==> config.mk <==
export PLATFORM = sky130hd
export DESIGN_NAME = fetch_unit
export DESIGN_NICKNAME = d
export VERILOG_FILES = /design/src/rtl/fetch_unit.sv
export SDC_FILE = /design/constraint.sdc
export NUM_CORES = 1
export LEC_CHECK = 0
export BUFFER_PORTS_ARGS = -buffer_cell sky130_fd_sc_hd__buf_2
export CORE_MARGIN = 4
export CORE_UTILIZATION = 45
export DETAILED_ROUTE_END_ITERATION = 6
export PLACE_DENSITY = 0.79
export SLEW_MARGIN = 40
export SYNTH_ARGS = -nofsm -noshare
export SYNTH_HDL_FRONTEND = slang
export SYNTH_SLANG_ARGS = --single-unit
==> constraint.sdc <==
create_clock -name CLK -period 3.4 [get_ports CLK]
set_input_delay 0.34 -clock CLK [delete_from_list [all_inputs] [get_ports CLK]]
set_output_delay 0.34 -clock CLK [all_outputs]
set_load 0.01 [all_outputs]
==> src/rtl/fetch_unit.sv <==
// Instruction fetch front end: issues word reads to the instruction memory,
// holds one returned word for decode, and handles redirects and halt.
module fetch_unit #(
  parameter logic [31:0] PC_INIT = 32'h00000000
) (
  input  logic        CLK,
  input  logic        RST,
  input  logic        iwait,
  input  logic [31:0] iload,
  output logic        iREN,
  output logic [31:0] iaddr,
  output logic [31:0] ins,
  output logic [31:0] ins_pc,
  output logic [31:0] ins_npc,
  output logic        ins_valid,
  input  logic        ins_ready,
  input  logic        redirect,
  input  logic [31:0] redirect_pc,
  input  logic        halt,
  output logic        halted
);

  typedef enum logic [1:0] {
    FETCH  = 2'd0,
    FULL   = 2'd1,
    DRAIN  = 2'd2,
    HALTED = 2'd3
  } state_t;

  state_t      state, state_d;
  logic [31:0] pc, pc_d;
  logic [31:0] pc_next, pc_next_d;
  logic        drop, drop_d;
  logic [31:0] ins_d, ins_pc_d, ins_npc_d;
  logic        ins_valid_d;
  logic        complete;
  logic [31:0] target;

  // A request is outstanding in FETCH and DRAIN; iaddr always mirrors pc so
  // it cannot move mid-request (pc only changes at completion or outside them).
  assign iREN     = (state == FETCH) || (state == DRAIN);
  assign iaddr    = pc;
  assign complete = iREN && !iwait;
  assign target   = {redirect_pc[31:2], 2'b00};
  assign halted   = (state == HALTED);

  // State register and datapath registers; reset wins over everything.
  always_ff @(posedge CLK) begin
    if (RST) begin
      state     <= FETCH;
      pc        <= PC_INIT;
      pc_next   <= 32'h0;
      drop      <= 1'b0;
      ins       <= 32'h0;
      ins_pc    <= 32'h0;
      ins_npc   <= 32'h0;
      ins_valid <= 1'b0;
    end else begin
      state     <= state_d;
      pc        <= pc_d;
      pc_next   <= pc_next_d;
      drop      <= drop_d;
      ins       <= ins_d;
      ins_pc    <= ins_pc_d;
      ins_npc   <= ins_npc_d;
      ins_valid <= ins_valid_d;
    end
  end

  // Next-state logic: halt beats redirect, redirect squashes the buffer and
  // any in-flight word, otherwise fetch/hold/consume in sequence.
  always_comb begin
    state_d     = state;
    pc_d        = pc;
    pc_next_d   = pc_next;
    drop_d      = drop;
    ins_d       = ins;
    ins_pc_d    = ins_pc;
    ins_npc_d   = ins_npc;
    ins_valid_d = ins_valid;

    if (halt && state != HALTED) begin
      ins_valid_d = 1'b0;
      drop_d      = 1'b0;
      if (iREN && !complete) begin
        state_d = DRAIN;
      end else begin
        state_d = HALTED;
      end
    end else begin
      case (state)
        FETCH: begin
          if (redirect) begin
            ins_valid_d = 1'b0;
            if (complete) begin
              pc_d   = target;
              drop_d = 1'b0;
            end else begin
              pc_next_d = target;
              drop_d    = 1'b1;
            end
          end else if (complete) begin
            if (drop) begin
              drop_d = 1'b0;
              pc_d   = pc_next;
            end else begin
              ins_d       = iload;
              ins_pc_d    = pc;
              ins_npc_d   = pc + 32'd4;
              ins_valid_d = 1'b1;
              pc_d        = pc + 32'd4;
              state_d     = FULL;
            end
          end
        end
        FULL: begin
          if (redirect) begin
            ins_valid_d = 1'b0;
            pc_d        = target;
            state_d     = FETCH;
          end else if (ins_valid && ins_ready) begin
            ins_valid_d = 1'b0;
            state_d     = FETCH;
          end
        end
        DRAIN: begin
          ins_valid_d = 1'b0;
          if (complete) begin
            state_d = HALTED;
          end
        end
        HALTED: begin
          ins_valid_d = 1'b0;
        end
        default: begin
          state_d = FETCH;
        end
      endcase
    end
  end

endmodule

Word-level counts from Yosys, hierarchy flattened:

Index checks and enable logic that the tools add are counted.

* add/subtract/negate cells: 1
* eq/ne operators: 14
* bitwise gates (word level): 4
* reduce and logical (&&, ||, !) cells: 19
* mux-type cells: 24

Operator list (count)
* $mux 32: 5
* $pmux 32 s2: 1
* $add 32x3->32 const B: 1
* $mux 2: 7
* $ne 3x2->1 const B: 4
* $mux 1: 9
* $ne 3x3->1 const B: 3
* $reduce_and 4->1: 2
* $ne 2x2->1 const B: 3
* $pmux 2 s3: 1
* $reduce_and 6->1: 1
* $reduce_and 5->1: 1
* $eq 2x2->1 const B: 2
* $logic_and 1x1->1: 4
* $ne 4x4->1 const B: 1
* $not 1->1: 4
* $reduce_bool 2->1: 2
* $reduce_bool 4->1: 1
* $reduce_or 2->1: 2
* $pmux 1 s3: 1
* $reduce_and 3->1: 1
* $eq 2x1->1 const B: 1
* $logic_not 1->1: 2
* $logic_not 2->1: 1
* other kinds (2): 2

* register bits: 162
* output and inout bits: 131
* logic and storage cells: 70
* bits of input ports: 70

Depth between registers and ports, before layout:

Gate-level depths: netlist of run 1.

* depth in word-level cells: 7
* mapped depth: 8
* gate-level depth less buffers: 6

Worst setup path before layout of run 1:

No wires, ideal clock.

* path type: register to register
* start: register pc[8] (netlist: iaddr[8])
* end: register pc[13] (netlist: iaddr[13])
* data required time: 3.333 ns
* arrival time: 2.024 ns
* slack: 1.309 ns
* path buffers: 2
* clock period less this slack: 2.091 ns
* stages on the path, launching flop included: 8
* setup time: 0.067 ns
* path through: dfxtp_1 -> clkbuf_2 -> nand4_4 -> or4_4 -> buf_6 -> or3_1 -> a31o_1 -> a21oi_2

* longest elaborated chain between the ends: 5

Ends and longest elaborated chain
* start, declared: RTL line 31 `logic [31:0] pc, pc_d;`
* start signal, assigned: RTL line 60 `pc <= pc_d;`
* $add 32x3->32: RTL line 111 `pc_d = pc + 32'd4;`
* $mux 32: RTL line 103 `if (drop) begin`
* $mux 32: RTL line 102 `end else if (complete) begin`
* $mux 32: RTL line 93 `if (redirect) begin`
* $pmux 32 s2: RTL line 91 `case (state)`

Every way passes these cells. The select of a mux whose other input is x is not followed.
A chain may end at the register's enable or synchronous reset.

Final worst setup path of run 1:

* start: register pc[2] (netlist: iaddr[2])
* end: register pc[20] (netlist: iaddr[20])

The elaborated chain is that of the path after synthesis.

==> out/metrics.csv, run 1 <==
metric,value,unit
hold_path.class,input port to register,
gp_congestion,0.848,
clk_pin_slew,0.06,ns
initial_core_util,45.8,%
status,finished clean,
yosysSeqAreaShare,44.8,%
min_from,iload[21],
fin_area,8550,um^2
cp.arrival,2.72,ns
drv_cap,0,
yosys_warnings,0,
finalCritPeriodShare,71.0,%
port_buffers,192,
maxSlewHeadroom,45.6,%
ir_worst_vdd,0.358,mV
ys_seq_elements,156,
grt_overflow,0,
worstHoldEndpoint,ins[21],
cts_htree_levels,4,
crit_fanout,8,
critPathKind,register to register,
grt_antenna_before_repair,0,
fmax,414,MHz
layout_setup_ws,0.985,ns
cts_root_buf,clkbuf_16,
synth_top_area_share,44.8,%
dieArea,17500,um^2
hold_viol,0,
hpwl,14200,um
drc_errors,0,
clk_latency,0.42,ns
vias,6840,
leakagePower,0.00340,uW
syn_area,6960,um^2
setup_viol,0,
slowest_delay,0.63,ns
worstReg2RegStart,iaddr[2],
diodes,0,
nets,1124,
grt_pass1_vias,6143,
fin_skew,0.00893,ns
p_per_area,504,nW/um^2
min_period,2.41,ns
tightest_slew,0.812,ns
postRouteAntennaNets,0,
yosysTopAreaCell,dfxtp_1,
crit_required,3.70,ns
core_area,15200,um^2
drive_gt1_share,23.6,%
regToRegEndpoint,iaddr[20],
num_io_pins,201,
area_growth,22.7,%
grt_usage,22.7,%
n_fill_cell,1413,
synthArstFlopShare,0,%
wire_per_inst,16.5,um
path_buf_inv,0,
tns,0,ns
die_h,132,um
cts_buffer_depth,2,
drt_iter0_drc,613,
synth_area_leaders,"dfxtp_1 (45%), nand2_1 (12%), a21oi_1 (8.3%)",
end_kind,register,
place_ws,1.05,ns
cts_hold_buf,0,
rows,45,
reg2reg_depth,6,
rsz0062_at_grt,no,
path_delay_family,simple AND/OR/NAND/NOR gates,
power,4310,uW
cts.sinks,156,
synth-main-ff-cell,dfxtp_1,
cts_buffers,17,
regToRegSetupSlack,0.99,ns
cts_tree,built,
synthDistinctLibCells,65,
slew_violations,0,
grt_max_degree,118,
cts_post_setup_buffers_inserted,0,
crit_path_start_kind,register,
first_pass_iters,6,
cts_resized,0,
grt_pass1_wl,32500,um
postSynthAreaPerCell,7.67,um^2
fin_util,56.2,%
synth_edf_count,0,
wl,20600,um
dpl_cell_area,7950,um^2
slowest_stage,nor4_1,
syn_inst,908,
crit_chain,"ha_1, nand4_1, nor4_1, a21boi_0, nor3_1, o21ai_0",
die_x,132,um
whs_path_depth,3,
viasPerCell,5.47,
## area by class of cell
cell class	count	area, um^2	share of cell area (%)
Clock inverter	8	118	1.38
Inverter	5	18.8	0.220
Sequential cell	156	3120	36.5
Clock buffer	21	470	5.50
Timing Repair Buffer	204	1080	12.6
Tap cell	188	235	2.75
Multi-Input combinational cell	669	3500	41.0
## how the worst max path moves through the flow
| stage | to | slack (ns) | start | cells past startpoint |
|---|---|---|---|---|
| 3_5_place_dp | ins_npc[4] | 1.05 | redirect | 7 |
| 5_1_grt | ins_npc[30] | 0.72 | iaddr[2] | 6 |
| 6_report | iaddr[20] | 0.99 | iaddr[2] | 6 |
| 3_3_place_gp | ins_npc[20] | 1.07 | redirect | 7 |
| 2_1_floorplan | iaddr[13] | 1.31 | iaddr[8] | 7 |
| 4_1_cts | ins_npc[30] | 1.03 | iaddr[2] | 6 |
## synth_stat cells, types with 4 or more instances
library cell,number
buf_1,4
dfxtp_1,156
clkbuf_1,59
nand4_1,12
nand2_1,231
nor4_1,7
a211oi_1,33
nor2b_1,4
a31oi_1,6
nor2_1,75
a21o_1,6
xnor2_1,13
a21oi_1,116
nand3_1,30
mux2i_1,7
inv_1,5
o21ai_0,22
o211ai_1,8
or3_1,6
buf_4,6
buf_2,11
xor2_1,13
nor3_1,13
## kinds of logic after synthesis
kind of cell | count (synthesis) | synth area share, %
compound gates | 224 | 19.5
xor+xnor | 26 | 3.27
fa+ha+maj | 1 | 0.180
buf+inv | 88 | 5.41
flops | 156 | 44.8
mux | 7 | 1.01
other cells | 1 | 0.0538
simple gates | 405 | 25.7
## metrics by stage
step,instances,hold WS (ns)
global placement,1222,0.438
finish,1251,0.158
floorplan,913,0.431
CTS,1251,0.140
global route,1251,0.140
detailed placement,1222,0.443
## placed cells by master (no fill, tap or decap), drive strengths merged, types with 3 or more instances in the layout
cell type	netlist	final
o21ai	23	23
o31ai	3	3
a31oi	6	6
inv	5	5
a21oi	117	117
a211oi	33	33
xor2	13	13
nand4	13	13
nand3	30	30
nor4	8	8
xnor2	13	13
o211ai	8	8
and2	3	3
mux2i	7	7
a21o	6	6
nand4b	3	3
or3	7	7
bufinv	0	3
or2	3	3
nor2	75	75
and4	3	3
clkinv	0	4
buf	22	204
o21bai	3	3
nor3	15	15
nand2	231	231
a311o	3	3
dfxtp	156	156
clkbuf	61	21
a31o	4	4
o22ai	3	3
conb	1	6
and3	3	3
nor2b	4	4
## routing by layer
layer / vias to the layer above / wire, um / track usage (%)
li1: 3406 / - / -
met1: 3079 / 9100 / 31.0
met2: 322 / 9350 / 34.6
met3: 33 / 1690 / 6.15
met4: 0 / 455 / 8.26
met5: - / 0 / 0
## worst reg2reg max path: cells and delay by family, from the launching register on
family          cells  cell delay [ns]
fa+ha+maj           1             0.28
compound gates      2             0.37
flops               1             0.50
simple gates        3             1.14
## power breakdown
group	internal, uW	switching, uW
sequential	1890	78.2
clock	1190	704
combinational	164	273
## registers in the layout, summed over array words and instances (netlist names)
signal	flops
ins	32
iaddr	30
ins_npc	30
ins_pc	30
pc_next	30
state	2
drop	1
ins_valid	1
No activity file was read; power rests on OpenSTA's default activity.
==> run 2: changes to the inputs <==
clock period = 2.4 ns   (was 3.4 ns; I/O delays follow)
==> run 2 against run 1 <==
Wire length up 2.9%. Total power up 46%. Combinational power up 58%. Largest power group is now the clock network. Worst hold slack worse by 0.11 ns. Final area up 3.2%. Worst setup slack worse by 0.79 ns. Critical path depth unchanged. Largest cell class unchanged. Final cell count up 2.6%. First-iteration DRC count up 0.49%. Die area unchanged.
==> out/metrics.csv, run 2 (synthesis gave the netlist of run 1 again) <==
metric,value,unit,change
mostFrequentLayoutCells,"nand2_1 (230), buf_2 (191), dfxtp_1 (156), a21oi_1 (116), nor2_1 (74)",,unchanged
min_from,iload[27],,was iload[21]
grt_overflow,0,,unchanged
power,6280,uW,was 4310 uW
die_h,132,um,unchanged
hold_path.class,input port to register,,unchanged
vias,7071,,was 6840
setup_viol,0,,unchanged
whs_path_depth,3,,unchanged
largest_reg_flops,32,,unchanged
cts_buffer_depth,2,,unchanged
grt_usage,23.3,%,was 22.7%
drt_iter0_drc,616,,was 613
fin_util,58.0,%,was 56.2%
dieArea,17500,um^2,unchanged
status,finished clean,,unchanged
layout_commonest_cell,nand2_1,,unchanged
rsz0062_at_grt,no,,unchanged
reg2reg_depth,6,,unchanged
rows,45,,unchanged
crit_path_start_kind,register,,unchanged
wl,21200,um,was 20600 um
finalCritPeriodShare,91.8,%,was 71.0%
cts_buffers,17,,unchanged
cts.sinks,156,,unchanged
cp.arrival,2.55,ns,was 2.72 ns
num_io_pins,201,,unchanged
end_kind,register,,unchanged
fmax,454,MHz,was 414 MHz
worstReg2RegStart,iaddr[3],,was iaddr[2]
min_period,2.20,ns,was 2.41 ns
critPathKind,register to register,,unchanged
cts_hold_buf,0,,unchanged
hold_viol,0,,unchanged
slew_violations,0,,unchanged
crit_required,2.75,ns,was 3.70 ns
postRouteAntennaNets,0,,unchanged
leakagePower,0.00356,uW,was 0.00340 uW
viasPerCell,5.51,,was 5.47
worstHoldEndpoint,ins[27],,was ins[21]
drv_cap,0,,unchanged
clk_latency,0.42,ns,about the same
cts_root_buf,clkbuf_16,,unchanged
holdWs,0.0495,ns,was 0.158 ns
diodes,0,,unchanged
nets,1154,,was 1124
tightest_slew,0.632,ns,was 0.812 ns
drive_gt1_share,25.7,%,was 23.6%
die_x,132,um,unchanged
drc_errors,0,,unchanged
area_growth,26.7,%,was 22.7%
p_per_area,712,nW/um^2,was 504 nW/um^2
maxSlewHeadroom,57.9,%,was 45.6%
regToRegEndpoint,ins_npc[20],,was iaddr[20]
grt_pass1_vias,6236,,was 6143
n_fill_cell,1407,,was 1413
gp_congestion,0.907,,was 0.848
top_register,ins,,unchanged
place_ws,0.272,ns,was 1.05 ns
initial_core_util,45.8,%,unchanged
fin_skew,0.00765,ns,was 0.00893 ns
port_buffers,192,,unchanged
cts_post_setup_buffers_inserted,0,,unchanged
first_pass_iters,5,,was 6
core_area,15200,um^2,unchanged
wire_per_inst,16.5,um,about the same
grt_antenna_before_repair,0,,unchanged
grt_pass1_wl,33300,um,was 32500 um
grt_max_degree,81,,was 118
cts_tree,built,,unchanged
hpwl,14900,um,was 14200 um
layout_setup_ws,0.197,ns,was 0.985 ns
clk_pin_slew,0.06,ns,about the same
ir_worst_vdd,0.517,mV,was 0.358 mV
cts_htree_levels,4,,unchanged
cts_resized,0,,unchanged
tns,0,ns,unchanged
crit_fanout,6,,was 8
regToRegSetupSlack,0.20,ns,was 0.99 ns
==> run 2: changes by cell type in the layout (fill, tap and decap cells not counted), sizes merged <==
cell | previous run | this run
buf | 204 | 234
bufinv | 3 | 4
clkinvlp | 1 | 3
==> run 2: layout make-up <==
cell class              instances  area (um^2)  area share (%)
clock inverters                11          166            1.89
well taps                     188          235            2.67
clock buffers                  21          460            5.22
repair buffers                234         1320            15.0
inverters                       5         18.8           0.213
multi-input cells             669         3500            39.6
flip-flops and latches        156         3120            35.4
==> run 2: metal layers <==
| metal | up-vias | global-route usage, % | part of all wire, % |
|---|---|---|---|
| li1 | 3457 | - | - |
| met1 | 3190 | 32.1 | 44 |
| met2 | 372 | 34.2 | 44 |
| met3 | 52 | 5.61 | 8.5 |
| met4 | 0 | 11.2 | 3.5 |
| met5 | - | 0 | 0 |
==> run 2: report_power, final <==
part	total [uW]	leakage (uW)	switching, uW	internal (uW)
clock	2830	0.000299	1040	1790
sequential	2760	0.00126	78.6	2680
combinational	694	0.00200	431	264
total	6280	0.00356	1550	4730
==> run 2: worst max path at each step <==
stage	endpoint	cells after the start	from	slack [ns]
5_1_grt	ins_npc[20]	6	iaddr[3]	0.07
6_report	ins_npc[20]	6	iaddr[3]	0.20
3_3_place_gp	ins_npc[20]	6	iaddr[3]	0.36
4_1_cts	ins_npc[20]	6	iaddr[3]	0.24
2_1_floorplan	iaddr[13]	7	iaddr[8]	0.31
3_5_place_dp	ins_npc[20]	6	iaddr[3]	0.27
==> run 2: worst max-delay path, cell delays in order (launching register included) <==
cell and delay, ns:
dfxtp_1 0.41, ha_1 0.25, nand4_1 0.23, or3_2 0.54
nor4_1 0.40, o21ai_0 0.17, a21oi_1 0.14
==> run 2: stage by stage <==
stage,std cells,instance area (um^2)
final,1284,8820
after global routing,1284,8820
after CTS,1284,8820
after detailed placement,1252,8190
after global placement,1252,8190
after floorplan,913,6980
==> run 3: changes to the inputs <==
clock period = 2.1 ns   (was 2.4 ns; I/O delays follow)
==> run 3 against run 2 <==
Final cell count grew 1.1%. Maximum frequency increased by 8.7%. Final area grew 0.92%. Global-route usage is essentially flat. Flip-flop and latch count is the same. Combinational power up 20%. First-iteration DRC count shrank 6.5%. Worst setup slack worse by 0.12 ns.
==> out/metrics.csv, run 3 (synthesis gave the netlist of run 1 again) <==
metric,value,unit,change
post-place-cells,1268,,was 1252
viasPerCell,5.45,,was 5.51
clk_latency,0.42,ns,about the same
grt-busiest-layer,met2,,unchanged
grt_max_degree,93,,was 81
postRouteAntennaNets,0,,unchanged
layout_commonest_cell,nand2_1,,unchanged
final_cells,1298,,was 1284
hold_path.class,input port to register,,unchanged
critPathKind,register to register,,unchanged
rsz0062_at_grt,yes,,was no
layout_setup_ws,0.0735,ns,was 0.197 ns
die_x,132,um,unchanged
largest_reg_flops,32,,unchanged
cts_root_buf,clkbuf_16,,unchanged
cts_buffer_depth,2,,unchanged
grt_use_met1,32.2,%,was 32.1%
num_io_pins,201,,unchanged
grt_antenna_before_repair,0,,unchanged
area_growth,27.8,%,was 26.7%
place_ws,0.0902,ns,was 0.272 ns
vias,7074,,was 7071
cts_post_setup_buffers_inserted,0,,unchanged
crit_required,2.45,ns,was 2.75 ns
first_pass_iters,5,,unchanged
wl,21200,um,about the same
diodes,0,,unchanged
dpl_cell_area,8320,um^2,was 8190 um^2
grt_usage,23.3,%,about the same
ir_worst_vdd,0.613,mV,was 0.517 mV
grt_pass1_wl,33300,um,about the same
core_area,15200,um^2,unchanged
cts.sinks,156,,unchanged
initial_core_util,45.8,%,unchanged
cts_tree,built,,unchanged
dieArea,17500,um^2,unchanged
top_register,ins,,unchanged
mostFrequentLayoutCells,"nand2_1 (230), buf_2 (191), dfxtp_1 (156), a21oi_1 (116), nor2_1 (73)",,"was nand2_1 (230), buf_2 (191), dfxtp_1 (156), a21oi_1 (116), nor2_1 (74)"
port_buffers,192,,unchanged
setup_viol,0,,unchanged
cts_hold_buf,0,,unchanged
crit_fanout,8,,was 6
cts_buffers,17,,unchanged
fin_area,8900,um^2,was 8820 um^2
maxSlewHeadroom,51.7,%,was 57.9%
finalCritPeriodShare,96.5,%,was 91.8%
fmax,493,MHz,was 454 MHz
die_h,132,um,unchanged
drive_gt1_share,27.0,%,was 25.7%
holdWs,0.0231,ns,was 0.0495 ns
clk_pin_slew,0.06,ns,about the same
fin_skew,0.00433,ns,was 0.00765 ns
grt_pass1_vias,6218,,was 6236
grt_util_met3,5.04,%,was 5.61%
hpwl,15300,um,was 14900 um
wire_per_inst,16.4,um,was 16.5 um
drv_cap,0,,unchanged
slew_violations,0,,unchanged
p_per_area,770,nW/um^2,was 712 nW/um^2
status,finished clean,,unchanged
tns,0,ns,unchanged
slowest_delay,0.55,ns,was 0.54 ns
met2_usage,34.7,%,was 34.2%
tightest_slew,0.725,ns,was 0.632 ns
rows,45,,unchanged
drc_errors,0,,unchanged
min_period,2.03,ns,was 2.20 ns
end_kind,register,,unchanged
nets,1170,,was 1154
leakagePower,0.00362,uW,was 0.00356 uW
slowest_stage,or4_4,,was or3_2
n_fill_cell,1366,,was 1407
crit_path_start_kind,register,,unchanged
cp.arrival,2.37,ns,was 2.55 ns
hold_viol,0,,unchanged
gp_congestion,0.925,,was 0.907
cts_htree_levels,4,,unchanged
grt_overflow,0,,unchanged
drt_iter0_drc,576,,was 616
crit_chain,"nand3_1, or4_4, or3_1, a31o_1, a21oi_2",,"was ha_1, nand4_1, or3_2, nor4_1, o21ai_0, a21oi_1"
[run 3: cell types whose count changed in the layout (fill, tap and decap cells not counted), sizes merged]
cell | before | now
clkbuf | 21 | 23
clkinvlp | 3 | 2
buf | 234 | 250
bufinv | 4 | 1
[run 3: routing by layer]
metal | wire [um] | share of wire [%]
met5 | 0 | 0
met4 | 551 | 2.6
met3 | 1550 | 7.3
met2 | 9700 | 46
met1 | 9430 | 44
[run 3: worst paths after layout]
check	to	cells past startpoint	slack (ns)	from
worst max register to register	iaddr[13]	5	0.07	iaddr[6]
worst min register to register	pc_next[25]	2	0.45	pc_next[25]
worst max-delay path	iaddr[13]	5	0.07	iaddr[6]
worst min-delay path	ins[30]	3	0.02	iload[30]
[run 3: area by class of cell]
| type | instances | area (um^2) | share of cell area [%] |
|---|---|---|---|
| Multi-Input combinational cell | 669 | 3520 | 39.6 |
| Clock inverter | 7 | 65.1 | 0.731 |
| Inverter | 5 | 18.8 | 0.211 |
| Clock buffer | 23 | 488 | 5.48 |
| Timing Repair Buffer | 250 | 1450 | 16.3 |
| Tap cell | 188 | 235 | 2.64 |
| Sequential cell | 156 | 3120 | 35.1 |
[run 3: what timing repair did]
item	in CTS	in global routing
hold endpoints to repair	0	0
resized for setup	0	6
setup endpoints to repair	0	22
[run 3: worst max-delay path, delay by kind of cell, from the launching register on]
kind / cells / cell delay (ns)
flops: 1 / 0.48
simple gates: 3 / 1.13
compound gates: 2 / 0.35
[run 3: per-stage QoR]
step	utilization [%]	power (uW)
floorplan	-	3660
global route	58.6	7130
detailed placement	54.7	4030
finish	58.6	6860
CTS	58.4	6900
global placement	54.7	4010
[run 3: where the power goes]
part	internal (uW)	total, uW	switching [uW]
registers	3060	3150	86.0
clock network	1730	2880	1150
logic	326	833	507
